## config.mk

```make
export PLATFORM = sky130hd
export DESIGN_NAME = sub_word_engine_flat
export DESIGN_NICKNAME = d
export VERILOG_FILES = /design/src/rtl/sub_word_engine_if.sv /design/src/rtl/sub_word_engine.sv /design/src/flat_wrapper.sv
export SDC_FILE = /design/constraint.sdc
export NUM_CORES = 1
export LEC_CHECK = 0
export ABC_CLOCK_PERIOD_IN_PS = 41200
export BUFFER_PORTS_ARGS = -buffer_cell sky130_fd_sc_hd__buf_2
export CAP_MARGIN = 20
export CORE_MARGIN = 2
export CORE_UTILIZATION = 50
export DETAILED_ROUTE_END_ITERATION = 8
export PLACE_DENSITY = 0.68
export SYNTH_ARGS = -nofsm -noshare
export SYNTH_HDL_FRONTEND = slang
export SYNTH_HIERARCHICAL = 1
export SYNTH_SLANG_ARGS = --single-unit
```

## constraint.sdc

```tcl
create_clock -name clk -period 41.2 [get_ports clk]
set_input_delay 8.24 -clock clk [delete_from_list [all_inputs] [get_ports clk]]
set_output_delay 8.24 -clock clk [all_outputs]
set_load 0.05 [all_outputs]
```

## src/rtl/sub_word_engine_if.sv

```systemverilog
`default_nettype none
// sub_word_engine_if: input/output valid-ready channels of the S-box substitution engine.
// Revision 1.0

interface sub_word_engine_if #(
    parameter int DATA_WIDTH = 32
);
    logic                  in_valid;
    logic                  in_ready;
    logic [DATA_WIDTH-1:0] in_data;
    logic                  in_inv;
    logic                  out_valid;
    logic                  out_ready;
    logic [DATA_WIDTH-1:0] out_data;
    logic                  busy;

    modport master (
        output in_valid, in_data, in_inv, out_ready,
        input  in_ready, out_valid, out_data, busy
    );

    modport slave (
        input  in_valid, in_data, in_inv, out_ready,
        output in_ready, out_valid, out_data, busy
    );
endinterface

`default_nettype wire

```

## src/rtl/sub_word_engine.sv

```systemverilog
`default_nettype none
// sub_word_engine: folded AES S-box engine, NUM_SBOX lanes reused over NUM_BYTES bytes.
// Optional inverse S-box lanes built when INV_SBOX_EN is defined.  Revision 1.0

module gf256_inv (
    input  wire logic [7:0] a,
    output logic      [7:0] y
);
    function automatic logic [7:0] gf_mul(input logic [7:0] x, input logic [7:0] z);
        logic [7:0] acc;
        logic [7:0] t;
        acc = 8'h00;
        t   = x;
        for (int i = 0; i < 8; i++) begin
            if (z[i]) acc = acc ^ t;
            t = {t[6:0], 1'b0} ^ (t[7] ? 8'h1b : 8'h00);
        end
        return acc;
    endfunction

    // a^254 = a^2 * a^4 * ... * a^128; maps 0 to 0 as the S-box requires
    always_comb begin : p_pow
        logic [7:0] sq;
        logic [7:0] r;
        sq = a;
        r  = 8'h01;
        for (int i = 1; i < 8; i++) begin
            sq = gf_mul(sq, sq);
            r  = gf_mul(r, sq);
        end
        y = r;
    end
endmodule

module sbox (
    input  wire logic [7:0] din,
    output logic      [7:0] dout
);
    logic [7:0] b;

    gf256_inv u_inv (.a(din), .y(b));

    assign dout = b ^ {b[6:0], b[7]} ^ {b[5:0], b[7:6]} ^ {b[4:0], b[7:5]}
                    ^ {b[3:0], b[7:4]} ^ 8'h63;
endmodule

module inv_sbox (
    input  wire logic [7:0] din,
    output logic      [7:0] dout
);
    logic [7:0] t;

    assign t = {din[6:0], din[7]} ^ {din[4:0], din[7:5]} ^ {din[1:0], din[7:2]} ^ 8'h05;

    gf256_inv u_inv (.a(t), .y(dout));
endmodule

module sub_word_engine #(
    parameter int BYTE_SIZE = 8,
    parameter int NUM_BYTES = 4,
    parameter int NUM_SBOX  = 2
) (
    input  wire logic         clk,
    input  wire logic         rst_n,
    sub_word_engine_if.slave  bus
);
    localparam int PASSES     = NUM_BYTES / NUM_SBOX;
    localparam int DATA_WIDTH = NUM_BYTES * BYTE_SIZE;
    localparam int CNT_W      = (PASSES > 1) ? $clog2(PASSES) : 1;

    typedef enum logic [1:0] {
        IDLE = 2'd0,
        BUSY = 2'd1,
        DONE = 2'd2
    } state_t;

    state_t                 state;
    state_t                 state_next;
    logic                   ready;
    logic                   accept;
    logic                   last_pass;
    logic [CNT_W-1:0]       cnt;
    logic [DATA_WIDTH-1:0]  cap_data;
    logic [DATA_WIDTH-1:0]  acc;
    logic [DATA_WIDTH-1:0]  acc_next;
    logic [DATA_WIDTH-1:0]  out_reg;
    logic [BYTE_SIZE-1:0]   lane_out [NUM_SBOX];

    assign last_pass = (cnt == CNT_W'(PASSES - 1));
    assign accept    = ready & bus.in_valid;

    always_comb begin
        state_next = state;
        ready      = 1'b0;
        case (state)
            IDLE: begin
                ready = 1'b1;
                if (bus.in_valid) state_next = BUSY;
            end
            BUSY: begin
                if (last_pass) state_next = DONE;
            end
            DONE: begin
                if (bus.out_ready) begin
                    ready      = 1'b1;
                    state_next = bus.in_valid ? BUSY : IDLE;
                end
            end
            default: state_next = IDLE;
        endcase
    end

    always_ff @(posedge clk or negedge rst_n) begin
        if (!rst_n) state <= IDLE;
        else        state <= state_next;
    end

    always_ff @(posedge clk or negedge rst_n) begin
        if (!rst_n) begin
            cap_data <= '0;
            cnt      <= '0;
            acc      <= '0;
            out_reg  <= '0;
        end else if (accept) begin
            cap_data <= bus.in_data;
            cnt      <= '0;
        end else if (state == BUSY) begin
            acc <= acc_next;
            cnt <= last_pass ? '0 : cnt + CNT_W'(1);
            if (last_pass) out_reg <= acc_next;
        end
    end

`ifdef INV_SBOX_EN
    logic cap_inv;

    always_ff @(posedge clk or negedge rst_n) begin
        if (!rst_n)      cap_inv <= 1'b0;
        else if (accept) cap_inv <= bus.in_inv;
    end
`else
    // Forward-only build: the direction request is ignored.
    logic unused_inv;
    assign unused_inv = bus.in_inv;
`endif

    for (genvar l = 0; l < NUM_SBOX; l++) begin : g_lane
        logic [BYTE_SIZE-1:0] sel;
        logic [BYTE_SIZE-1:0] fwd;

        // Lane l serves byte cnt*NUM_SBOX+l of the captured word
        always_comb begin
            sel = cap_data[DATA_WIDTH-1-l*BYTE_SIZE -: BYTE_SIZE];
            for (int p = 1; p < PASSES; p++) begin
                if (cnt == CNT_W'(p))
                    sel = cap_data[DATA_WIDTH-1-(p*NUM_SBOX+l)*BYTE_SIZE -: BYTE_SIZE];
            end
        end

        sbox u_fwd (.din(sel), .dout(fwd));

`ifdef INV_SBOX_EN
        logic [BYTE_SIZE-1:0] bwd;

        inv_sbox u_bwd (.din(sel), .dout(bwd));

        assign lane_out[l] = cap_inv ? bwd : fwd;
`else
        assign lane_out[l] = fwd;
`endif
    end

    for (genvar b = 0; b < NUM_BYTES; b++) begin : g_byte
        localparam int PASS = b / NUM_SBOX;
        localparam int LANE = b % NUM_SBOX;

        assign acc_next[DATA_WIDTH-1-b*BYTE_SIZE -: BYTE_SIZE] =
            (cnt == CNT_W'(PASS)) ? lane_out[LANE]
                                  : acc[DATA_WIDTH-1-b*BYTE_SIZE -: BYTE_SIZE];
    end

    assign bus.in_ready  = ready;
    assign bus.out_valid = (state == DONE);
    assign bus.busy      = (state == BUSY);
    assign bus.out_data  = out_reg;
endmodule

`default_nettype wire

```

## src/flat_wrapper.sv

```systemverilog
// flat-port wrapper written by rule: the top's interface ports become plain ports
module sub_word_engine_flat 
#(
    parameter int BYTE_SIZE = 8,
    parameter int NUM_BYTES = 4,
    parameter int NUM_SBOX  = 2
)
  (clk, rst_n, bus_in_valid, bus_in_data, bus_in_inv, bus_out_ready, bus_in_ready, bus_out_valid, bus_out_data, bus_busy);
  sub_word_engine_if #(.DATA_WIDTH(32)) bus_i ();
  input  wire logic clk;
  input  wire logic rst_n;
  input wire logic [$bits(bus_i.in_valid)-1:0] bus_in_valid;
  input wire logic [$bits(bus_i.in_data)-1:0] bus_in_data;
  input wire logic [$bits(bus_i.in_inv)-1:0] bus_in_inv;
  input wire logic [$bits(bus_i.out_ready)-1:0] bus_out_ready;
  output wire logic [$bits(bus_i.in_ready)-1:0] bus_in_ready;
  output wire logic [$bits(bus_i.out_valid)-1:0] bus_out_valid;
  output wire logic [$bits(bus_i.out_data)-1:0] bus_out_data;
  output wire logic [$bits(bus_i.busy)-1:0] bus_busy;
  assign bus_i.in_valid = bus_in_valid;
  assign bus_i.in_data = bus_in_data;
  assign bus_i.in_inv = bus_in_inv;
  assign bus_i.out_ready = bus_out_ready;
  assign bus_in_ready = bus_i.in_ready;
  assign bus_out_valid = bus_i.out_valid;
  assign bus_out_data = bus_i.out_data;
  assign bus_busy = bus_i.busy;
  sub_word_engine #(.BYTE_SIZE(BYTE_SIZE), .NUM_BYTES(NUM_BYTES), .NUM_SBOX(NUM_SBOX)) u_core (.clk(clk), .rst_n(rst_n), .bus(bus_i));
endmodule
```

== After elaboration in Yosys (flattened, before gate mapping) ==
Cells that the tools add are included.

* Register bits after elaboration: 99
* Input bits: 37
* Output and inout port bits: 35
* Logic and storage cells: 828

* Add/sub/neg operators: 1
* Eq/ne operators: 5
* Multiplexer cells: 422
* Bitwise gates (word level): 390
* Reductions and logical operators: 5

{| class="wikitable"
|+ Operators by type and width
! kind !! count
|-
| 8-bit XOR || 372
|-
| 8-bit 2-to-1 mux || 216
|-
| 5-bit 2-to-1 mux || 184
|-
| 7-bit 2-to-1 mux || 2
|-
| 1-bit NOT (first input constant) || 14
|-
| 6-bit 2-to-1 mux || 2
|-
| 2-bit 2-to-1 mux || 5
|-
| 4-bit 2-to-1 mux || 2
|-
| 4-bit NOT || 2
|-
| 1-bit 2-to-1 mux || 7
|-
| 3-bit 2-to-1 mux || 2
|-
| 2-bit one-hot mux with 3 select lines || 1
|-
| 3-bit AND reduction || 2
|-
| 2-bit != test (second input constant) || 2
|-
| 2-bit by 1-bit equality test with 1-bit output (second input constant) || 1
|-
| 2-bit equality test (second input constant) || 1
|-
| 2-bit logical NOT || 1
|-
| 2-bit by 1-bit != test with 1-bit output (second input constant) || 1
|-
| 1-bit one-hot mux with 2 select lines || 1
|-
| 2-bit AND reduction || 1
|-
| 2-bit nonzero test || 1
|-
| 1-bit adder (second input constant) || 1
|-
| 1-bit bitwise AND || 1
|-
| 1-bit NOT || 1
|}

== Depth between registers and ports, before layout ==
* Word-level depth: 134
* Mapped depth: 66
* Mapped depth without buffers: 53

== Cells and area by module ==
Netlist, hierarchy kept.

{| class="wikitable"
|+ By module, submodules not included
! module !! instances !! cells an instance !! area an instance (um^2) !! sequential area each (um^2)
|-
| gf256_inv || 2 || 1,985 || 14,518.9 || 0.0
|-
| sub_word_engine || 1 || 204 || 3,353.2 || 2,077.0
|-
| sbox || 2 || 16 || 206.4 || 0.0
|}

== Worst setup path after synthesis ==
OpenSTA, ideal clock, no wires.

* Path kind: input -> output
* From: input port bus_out_ready
* To: output port bus_in_ready
* Arrival: 9.090 ns
* Required time: 32.960 ns
* Path slack: 23.870 ns
* Stages on the path: 2
* Buffers on the path: 0
* Cells stage by stage: and2b_1 nor2_1

* Cells in the longest elaborated chain, start to end: 2

{| class="wikitable"
|+ Ends and longest elaborated chain
! item !! RTL line !! text
|-
| from (decl) || flat_wrapper.sv:15 || <nowiki>input wire logic [$bits(bus_i.out_ready)-1:0] bus_out_ready;</nowiki>
|-
| 1-bit 2-to-1 mux || sub_word_engine.sv:104 || <nowiki>if (bus.out_ready) begin</nowiki>
|-
| 1-bit one-hot mux with 2 select lines || sub_word_engine.sv:95 || <nowiki>case (state)</nowiki>
|-
| to (decl) || flat_wrapper.sv:16 || <nowiki>output wire logic [$bits(bus_i.in_ready)-1:0] bus_in_ready;</nowiki>
|}

Every way passes these cells.

== Final worst setup path ==
* From: register u_core.cnt
* To: register u_core.out_reg[7], in the netlist u_core/bus.out_data[7]

* Elaborated cells on any way between the ends: 392
* Classes of those cells: mux (205); bitwise (186); reduce/logical (1)

{| class="wikitable"
|+ RTL lines
! item !! RTL line !! text
|-
| from (decl) || sub_word_engine.sv:82 || <nowiki>logic [CNT_W-1:0] cnt;</nowiki>
|-
| from (signal assigned) || sub_word_engine.sv:129 || <nowiki>cnt <= last_pass ? '0 : cnt + CNT_W'(1);</nowiki>
|-
| 8-bit 2-to-1 mux (*) || sub_word_engine.sv:155 || <nowiki>if (cnt == CNT_W'(p))</nowiki>
|-
| named net u_core.g_lane[1].sel[7] || sub_word_engine.sv:148 || <nowiki>logic [BYTE_SIZE-1:0] sel;</nowiki>
|-
| 5-bit 2-to-1 mux || sub_word_engine.sv:16 || <nowiki>t = {t[6:0], 1'b0} ^ (t[7] ? 8'h1b : 8'h00);</nowiki>
|-
| 8-bit XOR || sub_word_engine.sv:16 ||
|-
| 8-bit XOR || sub_word_engine.sv:15 || <nowiki>if (z[i]) acc = acc ^ t;</nowiki>
|-
| 8-bit 2-to-1 mux || sub_word_engine.sv:15 ||
|-
| 8-bit XOR || sub_word_engine.sv:15 ||
|-
| 8-bit 2-to-1 mux || sub_word_engine.sv:15 ||
|-
| [115 not listed] || n/a ||
|-
| 8-bit 2-to-1 mux || sub_word_engine.sv:15 ||
|-
| 8-bit XOR || sub_word_engine.sv:15 ||
|-
| 8-bit 2-to-1 mux (*) || sub_word_engine.sv:15 ||
|-
| named net u_core.g_lane[1].u_fwd.b[5] || sub_word_engine.sv:39 || <nowiki>logic [7:0] b;</nowiki>
|-
| 8-bit XOR (*) (2 in a row) || sub_word_engine.sv:43 || <nowiki>assign dout = b ^ {b[6:0], b[7]} ^ {b[5:0], b[7:6]} ^ {b[4:0], b[7:5]}</nowiki>
|-
| 8-bit XOR (*) || sub_word_engine.sv:44 || <nowiki>^ {b[3:0], b[7:4]} ^ 8'h63;</nowiki>
|-
| named net u_core.g_lane[1].fwd[7] || sub_word_engine.sv:149 || <nowiki>logic [BYTE_SIZE-1:0] fwd;</nowiki>
|-
| 8-bit 2-to-1 mux (*) || sub_word_engine.sv:178 || <nowiki>(cnt == CNT_W'(PASS)) ? lane_out[LANE]</nowiki>
|-
| to (signal assigned) || sub_word_engine.sv:130 || <nowiki>if (last_pass) out_reg <= acc_next;</nowiki>
|-
| to (decl) || sub_word_engine.sv:86 || <nowiki>logic [DATA_WIDTH-1:0] out_reg;</nowiki>
|}

Mark *: on every way through the listed nets, which the timed path passes. The rest lies on a longest branch.
A chain may end at the register's enable or synchronous reset.

==> results.py <==
metrics = {
    "timing": {
        "tightest_slew_ns": 1.13,
        "setup-violations-final": 0,
        "fin_crit_sh": 0.462,
        "setup_ws_ns": 22.16,
        "clock.fmax_mhz": 52.5,
        "slew_viol_final": 0,
        "hold_violations": 0,
        "rsz0062_at_grt": "no",
        "min_period_ns": 19.04,
        "tns_ns": 0,
        "timing.slew.headroom": 0.243,
        "clock_skew_ns": 0.0300,
    },
    "placed_design": {
        "finalWeightedCongestion": 0.936,
        "numPortBuffers": 70,
        "dp.cells": 4977,
        "hpwl_mm": 67.1,
        "dp_slack_ns": 22.44,
    },
    "routing": {
        "first_iter_violations": 2811,
        "dr.pass1.iters": 6,
        "finalWirelength_mm": 92.8,
        "routedWlPerCell_um": 18.6,
        "via_count": 30300,
        "vias_per_cell": 6.06,
        "route.detailed.drc": 0,
        "detail-route-antenna-nets": 0,
    },
    "global_route": {
        "grt_max_degree": 58,
        "gr-total-overflow": 0,
        "grt.busiest_layer": "met2",
        "grt_pass1_wl_mm": 151,
        "use_met2": 0.438,
        "antenna_found_initial": 0,
        "globalRouteTotalUtil": 0.270,
        "use_met1": 0.383,
        "grt_pass1_vias": 28300,
        "grtUsageMet3": 0.0352,
    },
    "die": {
        "ios": 72,
        "die_area_um2": 67700,
        "die_y_um": 260,
        "start_util": 0.507,
        "core_um2": 64700,
        "fp.dieW_um": 260,
        "rows": 93,
    },
    "synth": {
        "ys_ff_latch": 83,
        "yosys.area.top_type": "xnor2_1",
        "syn-num-nets": 4257,
        "synth.distinct_cells": 102,
        "ys_seq_area_frac": 0.0633,
        "synth_edf_count": 0,
        "synth-main-ff-cell": "dfrtp_1",
        "synth_top_cells_by_area": "xnor2_1, xnor3_1, nor2_1",
        "synth_area_um2": 32800,
        "postSynthCellCount": 4206,
        "async_flop_share": 1.00,
        "synth_top_area_share": 0.189,
        "yosysWarnings": 6,
        "avgSynthCellArea_um2": 7.80,
    },
    "clocking": {
        "numCtsBuffers": 9,
        "clockRootBuffer": "clkbuf_16",
        "clkSinkCount": 83,
        "tritoncts": "yes",
        "clk_pin_slew_ns": 0.09,
        "post-cts-setup-buffers": 0,
        "insertion_delay_ns": 0.40,
        "post_cts_resized": 0,
        "cts_buffer_depth": 2,
        "cts_hold_buffers": 0,
        "htreeDepth": 3,
    },
    "run_status": {
        "outcome": "finished clean",
    },
    "worst_setup_path": {
        "worst-path-max-fanout": 20,
        "path_common_cell": "xnor2_1",
        "r2r_setup_slack_ns": 22.16,
        "r2r_start": "u_core/cnt$_DFFE_PN0P_",
        "setup.worst_path.end": "u_core/bus.out_data[7]$_DFFE_PN0P_",
        "required_ns": 41.51,
        "crit_type": "flop to flop",
        "cp.arrival_ns": 19.35,
        "crit_path_end_kind": "flop",
        "worst_r2r_endpoint": "u_core/bus.out_data[7]$_DFFE_PN0P_",
        "start_kind": "flop",
        "worst_path_max_delay_cell": "xnor2_1",
        "rr_worst_depth": 53,
        "critPathLaunch": "u_core/cnt$_DFFE_PN0P_",
        "max_stage_delay_ns": 0.84,
    },
    "final_layout": {
        "syn_to_final_growth_pct": 4.79,
        "multi_input_area_um2": 29400,
        "layout-drive-gt1-share": 0.140,
        "final_common_cell": "xnor2_1",
        "layout.nets": 4187,
        "final_cell_mix": "xnor2_1, nor2_1, nand2_1",
        "fillers": 6236,
        "fin_util": 0.531,
        "regArea_um2": 2080,
        "fin_cells": 4996,
        "diodes": 0,
    },
    "worst_hold_path": {
        "hp-start": "u_core/cap_data[1]$_DFFE_PN0P_",
        "min_path_type": "flop to flop",
    },
    "flow_run": {
        "maxCapViolations": 0,
    },
}
[worst min-delay path by stage]
stage                                           to  slack [ns]  depth (start not counted)
finish              u_core/cap_data[1]$_DFFE_PN0P_        0.50                          1
global route        u_core/cap_data[1]$_DFFE_PN0P_        0.52                          1
CTS                 u_core/cap_data[1]$_DFFE_PN0P_        0.50                          1
detailed placement  u_core/cap_data[1]$_DFFE_PN0P_        0.48                          1
global placement    u_core/cap_data[1]$_DFFE_PN0P_        0.46                          1
floorplan           u_core/cap_data[1]$_DFFE_PN0P_        0.45                          1
[state kept, by name, summed over array words and instances (netlist names)]
signal,count
u_core/state,2
u_core/cnt,1
u_core/bus.out_data,32
u_core/acc,16
u_core/cap_data,32
[stage by stage]
step                      cell area [µm²]  hold WS, ns
final                               34400        0.499
after global routing                34400        0.516
after CTS                           34400        0.499
after detailed placement            34000        0.477
after global placement              34000        0.465
after floorplan                     32800        0.452
[cell usage after synthesis, drive strengths merged, types with 12 or more instances]
master / instances
o31ai: 24
nor4: 22
buf: 122
o211ai: 26
and3: 44
xor3: 22
nand4: 12
o22ai: 64
a21oi: 236
a22oi: 30
nor2: 615
mux2: 120
xnor2: 807
o21ai: 198
a221oi: 14
a31oi: 40
ha: 14
or3: 36
a32oi: 14
clkbuf: 156
and2: 30
nand2: 415
a211oi: 40
nand3: 76
nand2b: 15
or2: 25
dfrtp: 83
or4: 16
xor2: 224
nor3: 142
xnor3: 156
nor2b: 32
o21a: 16
inv: 42
mux2i: 98
o2111ai: 12
o31a: 12
[metal layers]
metal	up-vias	part of all wire
met5	-	0
met4	0	0.015
met3	138	0.080
met2	1294	0.46
met1	14300	0.45
li1	14500	-
[logic make-up (layout without fill, tap and decap cells)]
| kind of cell | count (synthesis) | in the layout | share of synthesized area |
|---|---|---|---|
| AOI/OAI and AO/OA | 855 | 855 | 0.170 |
| and+or+nand+nor | 1503 | 1503 | 0.206 |
| DFF | 83 | 83 | 0.0633 |
| muxes | 218 | 218 | 0.0713 |
| adders and majority gates | 14 | 14 | 0.00534 |
| buffers and inverters | 324 | 259 | 0.0450 |
| xor gates and xnor gates | 1209 | 1209 | 0.439 |
[critical path, delay by kind of cell (launching register included)]
kind,cells,cell delay [ns]
xor+xnor,22,8.57
simple gates,12,3.27
fa+ha+maj,4,2.05
buf+inv,5,1.87
compound gates,6,1.73
mux,4,1.08
flops,1,0.32
[final cells by class]
cell class	count	share of cell area
clock buffer	9	0.00655
clock inverter	7	0.00237
inverter	46	0.00502
multi-input combinational	3799	0.857
sequential	83	0.0604
tap	855	0.0311
timing repair buffer	197	0.0380
Power is left out: the tool's default activity adds up to more than one toggle a clock period on the data nets, which glitch-free logic cannot reach.
